### src/rtl/instr_fetch_ctrl.sv
// instr_fetch_ctrl
//   Fetch sequencer for a combinational, word-addressed instruction memory.
//   Owns the program counter, drives the memory address, captures each
//   returned instruction together with its PC into a 2-entry FIFO and hands
//   the head to decode over a valid/ready handshake. Supports start-up from
//   IDLE, redirects with buffer flush, and a sticky fault on misaligned
//   redirect targets.
//
// Ports
//   clk            in   1   clock, rising edge
//   rst            in   1   asynchronous, active-high reset
//   start          in   1   leave IDLE and begin fetching
//   imem_addr      out  64  instruction memory address (= PC register)
//   imem_instr     in   32  instruction memory data for imem_addr
//   redirect_valid in   1   restart fetch at redirect_pc
//   redirect_pc    in   64  redirect target
//   out_valid      out  1   buffer head holds an instruction
//   out_instr      out  32  head instruction (0 when out_valid=0)
//   out_pc         out  64  head PC (0 when out_valid=0)
//   out_ready      in   1   decode accepts the head this cycle
//   fault          out  1   sticky misaligned-redirect flag

module instr_fetch_ctrl #(
    parameter logic [63:0] RESET_PC = 64'h0
) (
    input  logic        clk,
    input  logic        rst,
    input  logic        start,
    output logic [63:0] imem_addr,
    input  logic [31:0] imem_instr,
    input  logic        redirect_valid,
    input  logic [63:0] redirect_pc,
    output logic        out_valid,
    output logic [31:0] out_instr,
    output logic [63:0] out_pc,
    input  logic        out_ready,
    output logic        fault
);

    typedef enum logic [1:0] {
        IDLE  = 2'd0,
        RUN   = 2'd1,
        FAULT = 2'd2
    } state_t;

    state_t      state;
    logic [63:0] pc;
    logic [1:0]  count;
    logic        fault_flag;

    // Buffer storage: slot 0 is always the head, slot 1 the second entry.
    logic [31:0] instr0, instr1;
    logic [63:0] pc0, pc1;

    logic        pop;
    logic        push;
    logic        misaligned;
    logic [1:0]  level_after_pop;

    assign misaligned      = (redirect_pc[1:0] != 2'b00);
    assign pop             = out_valid & out_ready;
    assign push            = (state == RUN) & ~redirect_valid & ((count != 2'd2) | pop);
    assign level_after_pop = count - {1'b0, pop};

    assign imem_addr = pc;
    assign fault     = fault_flag;
    assign out_valid = (count != 2'd0);
    assign out_instr = out_valid ? instr0 : 32'd0;
    assign out_pc    = out_valid ? pc0    : 64'd0;

    // Control: state, PC, occupancy and fault flag.
    always_ff @(posedge clk or posedge rst) begin
        if (rst) begin
            state      <= IDLE;
            pc         <= RESET_PC;
            count      <= 2'd0;
            fault_flag <= 1'b0;
        end else begin
            case (state)
                IDLE: begin
                    // Redirect wins over start in the same cycle.
                    if (redirect_valid) begin
                        if (misaligned) begin
                            fault_flag <= 1'b1;
                            state      <= FAULT;
                        end else begin
                            pc <= redirect_pc;
                        end
                    end else if (start) begin
                        state <= RUN;
                    end
                end

                RUN: begin
                    if (redirect_valid) begin
                        // Flush; a head popped this cycle is still delivered.
                        count <= 2'd0;
                        if (misaligned) begin
                            fault_flag <= 1'b1;
                            state      <= FAULT;
                        end else begin
                            pc <= redirect_pc;
                        end
                    end else begin
                        if (push) begin
                            pc <= pc + 64'd4;
                        end
                        case ({push, pop})
                            2'b10:   count <= count + 2'd1;
                            2'b01:   count <= count - 2'd1;
                            default: count <= count;
                        endcase
                    end
                end

                FAULT: begin
                    count <= 2'd0;
                end

                default: begin
                    state <= IDLE;
                    count <= 2'd0;
                end
            endcase
        end
    end

    // Buffer data: never read while count=0, so it carries no reset.
    always_ff @(posedge clk) begin
        if (pop) begin
            instr0 <= instr1;
            pc0    <= pc1;
        end
        // New entry lands in the first free slot after this cycle's pop.
        if (push) begin
            if (level_after_pop == 2'd0) begin
                instr0 <= imem_instr;
                pc0    <= pc;
            end else begin
                instr1 <= imem_instr;
                pc1    <= pc;
            end
        end
    end

endmodule

### config.mk
export PLATFORM = sky130hd
export DESIGN_NAME = instr_fetch_ctrl
export DESIGN_NICKNAME = d
export VERILOG_FILES = /design/src/rtl/instr_fetch_ctrl.sv
export SDC_FILE = /design/constraint.sdc
export NUM_CORES = 1
export LEC_CHECK = 0
export CAP_MARGIN = 10
export CORE_MARGIN = 5
export CORE_UTILIZATION = 39
export DETAILED_ROUTE_END_ITERATION = 12
export GPL_ROUTABILITY_DRIVEN = 0
export PLACE_DENSITY = 0.63
export SYNTH_ARGS = -nofsm -noshare
export SYNTH_HDL_FRONTEND = slang
export SYNTH_SLANG_ARGS = --single-unit
### constraint.sdc
create_clock -name clk -period 6.3 [get_ports clk]
set_input_delay 0.945 -clock clk [delete_from_list [all_inputs] [get_ports clk]]
set_output_delay 0.945 -clock clk [all_outputs]
set_load 0.05 [all_outputs]
-- Word level (Yosys, flattened, before mapping)
Cells that the tools add are included.
- bits in registers: 261
- input port bits: 101
- output and inout bits: 162
- logic and storage cells: 62
- add/sub/neg operators: 4
- equality and inequality tests: 10
- mux-type cells: 21
- bitwise gates (word level): 8
- reductions and logical operators: 11
- operators by type and width (cell ; count):
    $mux 64 ; 8
    $mux 32 ; 4
    $pmux 64 s2 ; 1
    $add 64x3->64 const B ; 1
    $mux 2 ; 5
    $reduce_and 3->1 ; 3
    $pmux 2 s2 ; 2
    $ne 2x2->1 const B ; 3
    $ne 3x3->1 const B ; 2
    $pmux 2 s3 ; 1
    $reduce_bool 2->1 ; 3
    $eq 2x1->1 const B ; 2
    $eq 2x2->1 const B ; 2
    $logic_not 2->1 ; 2
    $ne 4x2->1 const B ; 1
    $not 1->1 ; 4
    $reduce_and 2->1 ; 2
    $and 1x1->1 ; 3
    $add 2x1->2 const B ; 1
    $reduce_or 2->1 ; 1
    $sub 2x1->2 ; 1
    $sub 2x1->2 const B ; 1
    $or 1x1->1 ; 1

-- Depth between registers and ports, before layout
- depth after elaboration: 8
- mapped depth: 13
- depth with buffers taken out: 9

-- Worst setup path after synthesis
No wires, ideal clock.
- path type: input to register
- start: in redirect_valid
- end: reg instr1[0], enable pin
- setup time: 0.551 ns
- arrival time: 5.779 ns
- required time: 5.749 ns
- slack: -0.030 ns
- stages: 4
- path buffers: 2
- cell sequence: or3b_1 > clkbuf_1 > clkbuf_1 > nor2_1
- word-level cells in the longest chain between the ends: 4
- ends and longest elaborated chain (item ; RTL line ; text):
    from (decl) ; 31 ; input logic redirect_valid,
    $not 1->1 ; 62 ; assign push = (state == RUN) & ~redirect_valid & ((count != 2'd2) | pop);
    $and 1x1->1 (2 in series) ; 62 ;
    $reduce_and 2->1 (no source line) ; -- ;
    to (signal assigned) ; 140 ; instr1 <= imem_instr;
    to (decl) ; 52 ; logic [31:0] instr0, instr1;
No other way between the ends.
A chain may end at the register's enable or synchronous reset.

-- Worst setup path after layout
- start: reg count[1]
- end: out out_pc[14]
- word-level cells in the longest chain between the ends: 2
- ends and longest elaborated chain (item ; RTL line ; text):
    from (decl) ; 48 ; logic [1:0] count;
    from (signal assigned) ; 109 ; 2'b10: count <= count + 2'd1;
    from (signal assigned) ; 110 ; 2'b01: count <= count - 2'd1;
    from (signal assigned) ; 111 ; default: count <= count;
    $reduce_bool 2->1 ; 67 ; assign out_valid = (count != 2'd0);
    $mux 64 ; 69 ; assign out_pc = out_valid ? pc0 : 64'd0;
    to (decl) ; 35 ; output logic [63:0] out_pc,
No other way between the ends.

==> impl_metrics.json <==
{
  "status": "complete, no violations",
  "pre_cts_ws_ps": 2400,
  "grt_use_total_pct": 20.2,
  "dp.cells": 1754,
  "cts_tree": "yes",
  "grt_max_degree": 163,
  "fmax_mhz": 251,
  "ir_worst_vdd_mv": 0.274,
  "initial_core_util_pct": 39.6,
  "synth-seq-cells": 261,
  "final_cell_mix": "262 x clkdlybuf4s50_1, 160 x nand2_1, 131 x o21ai_0",
  "core_area_um2": 29700,
  "synth_nets": 1272,
  "cp-start-kind": "register",
  "yosysSeqAreaShare_pct": 55.5,
  "min_period_over_period_pct": 63.3,
  "postCtsHoldBufs": 0,
  "io_pins": 263,
  "dp_hpwl_um": 23800,
  "leakagePower_nw": 6.16,
  "ys_top_cells_by_area": "edfxtp_1 24%, dfxtp_1 16%, dfrtp_1 15%",
  "cts_buffers": 29,
  "yosys_warnings": 0,
  "period_minus_slack_ps": 3990,
  "numClockSinks": 261,
  "crit_slowest_cell": "or2_4",
  "avgSynthCellArea_um2": 10.1,
  "cp_cell_sequence": "or2_4, and2_1, clkdlybuf4s50_1",
  "gr-total-overflow": 0,
  "final-setup-viol-count": 0,
  "worst_slack_ps": 2310,
  "ant_nets": 0,
  "max_stage_delay_ps": 840,
  "worstSkewPairLatency_ps": 550,
  "cap_violations": 0,
  "synth_top_area_share_pct": 24.5,
  "clkTransAtPathRegs_ps": 60,
  "maxSlewHeadroom_pct": 20.2,
  "min_path_type": "register to register",
  "fillers": 2712,
  "cts.path.max_buffers": 3,
  "synthFlopType": "edfxtp_1",
  "synthArstFlopShare_pct": 26.4,
  "drive_above_1_share_pct": 6.21,
  "p_per_area_nw_per_um2": 426,
  "fin_cells": 1809,
  "slew_viol_final": 0,
  "num_vias": 9729,
  "end_kind": "output port",
  "yosys.area.top_type": "edfxtp_1",
  "cts.root.buffer_cell": "clkbuf_16",
  "clock_skew_ps": 7.95,
  "post_cts_buffers": 0,
  "wl_per_cell_um": 19.7,
  "synth_cells": 1169,
  "tightest_slew_ps": 1190,
  "drt-total-wl_um": 35700,
  "port_buffers": 262,
  "crit_fanout": 98,
  "syn2layout_area_growth_pct": 33.6,
  "die_area_um2": 33800,
  "viasPerCell": 5.38,
  "rsz0062_at_grt": "false",
  "grt_antenna_before_repair": 1,
  "fin_nets": 1498,
  "tns_ps": 0,
  "die_h_um": 184,
  "postLayoutCoreUtil_pct": 52.9,
  "rows": 63,
  "grt_pass1_wl_um": 54900,
  "htreeDepth": 1,
  "die_w_um": 184,
  "hold_viol_final": 0,
  "worstPathRequired_ps": 5350,
  "syn_area_um2": 11800,
  "layout_commonest_cell": "clkdlybuf4s50_1",
  "cp.arrival_ps": 3050,
  "cts-resized-gates": 0,
  "ys_types": 68,
  "synth_edf_count": 96,
  "initialDrtViolationCount": 916,
  "criticalPathCategory": "register to output port",
  "drtPass1Iterations": 5,
  "grt_pass1_vias": 9413,
  "drc": 0
}
per-layer routing:
| layer | up-vias | GRT usage [%] | wire (µm) |
|---|---|---|---|
| met1 | 4634 | 28.6 | 16000 |
| met5 | - | 0 | 0 |
| li1 | 4666 | - | - |
| met4 | 0 | 4.32 | 720 |
| met2 | 371 | 32.0 | 16300 |
| met3 | 58 | 4.33 | 2660 |
synthesized netlist by cell type (3+ instances only):
cell type  count
a31oi_1        5
nor4_1        18
a22oi_1        7
dfxtp_1       96
nor3_1        22
a211oi_1       8
nand2b_1       3
o21ai_0      131
or2_2          6
nor2b_1        4
o21a_1         4
a221o_1        3
o21ai_1        3
inv_1         12
nand3_1       34
and3_1        12
nand2_1      161
buf_2         13
nand4_1       22
clkbuf_1      57
edfxtp_1      96
and2_1        99
o22ai_1       18
nor2_1        48
or4_1          7
dfrtp_1       69
o211ai_1       6
a21oi_1       45
mux2i_1      101
o32ai_1        3
buf_1          7
registers in the layout, summed over array words and instances, names as in the netlist:
| name | cells |
|---|---|
| imem_addr | 64 |
| pc0 | 64 |
| pc1 | 64 |
| instr0 | 32 |
| instr1 | 32 |
| count | 2 |
| state | 2 |
| fault | 1 |
metrics by stage:
step                      hold WS (ps)  instance area, µm²  total power [mW]
final                              488               15700              6.70
after global routing               508               15700              7.08
after CTS                          499               15700              6.77
after detailed placement           484               14700              4.98
after global placement             457               14700              4.93
after floorplan                    492               11800              4.13
report_power, final:
part           leakage [nW]  internal [mW]  switching (mW)
logic                  3.19          0.755            1.27
clock network         0.496           1.08           0.689
registers              2.47           2.31           0.606
cells by family after synthesis:
logic type / synth area share, %
simple gates: 19.6
flops: 55.5
compound gates: 12.8
mux: 8.58
buf+inv: 3.11
xor+xnor: 0.223
fa+ha+maj: 0.212
layout make-up:
| type | count | area (µm²) | area share, % |
|---|---|---|---|
| diodes | 1 | 2.50 | 0.0159 |
| clock buffers | 38 | 820 | 5.21 |
| clock inverters | 16 | 186 | 1.19 |
| inverters | 13 | 48.8 | 0.310 |
| multi-input cells | 816 | 4920 | 31.3 |
| flip-flops and latches | 261 | 6530 | 41.5 |
| well taps | 390 | 488 | 3.10 |
| repair buffers | 274 | 2740 | 17.4 |
path summary, 6_finish.rpt:
kind,start,to,slack [ps],cells after the start
min reg2reg,fault,fault,490,1
max,count[1],out_pc[14],2310,3
max in group asynchronous,rst,imem_addr[45],4640,3
max reg2reg,count[1],pc0[47],2930,5
min in group asynchronous,rst,imem_addr[17],1040,3
min,fault,fault,490,1
worst max-delay path, delay by kind of cell, from the launching register on:
family / cells / cell delay, ps
buf+inv: 1 / 810
simple gates: 2 / 1110
flops: 1 / 510
Power figures use the tool's default switching activity.
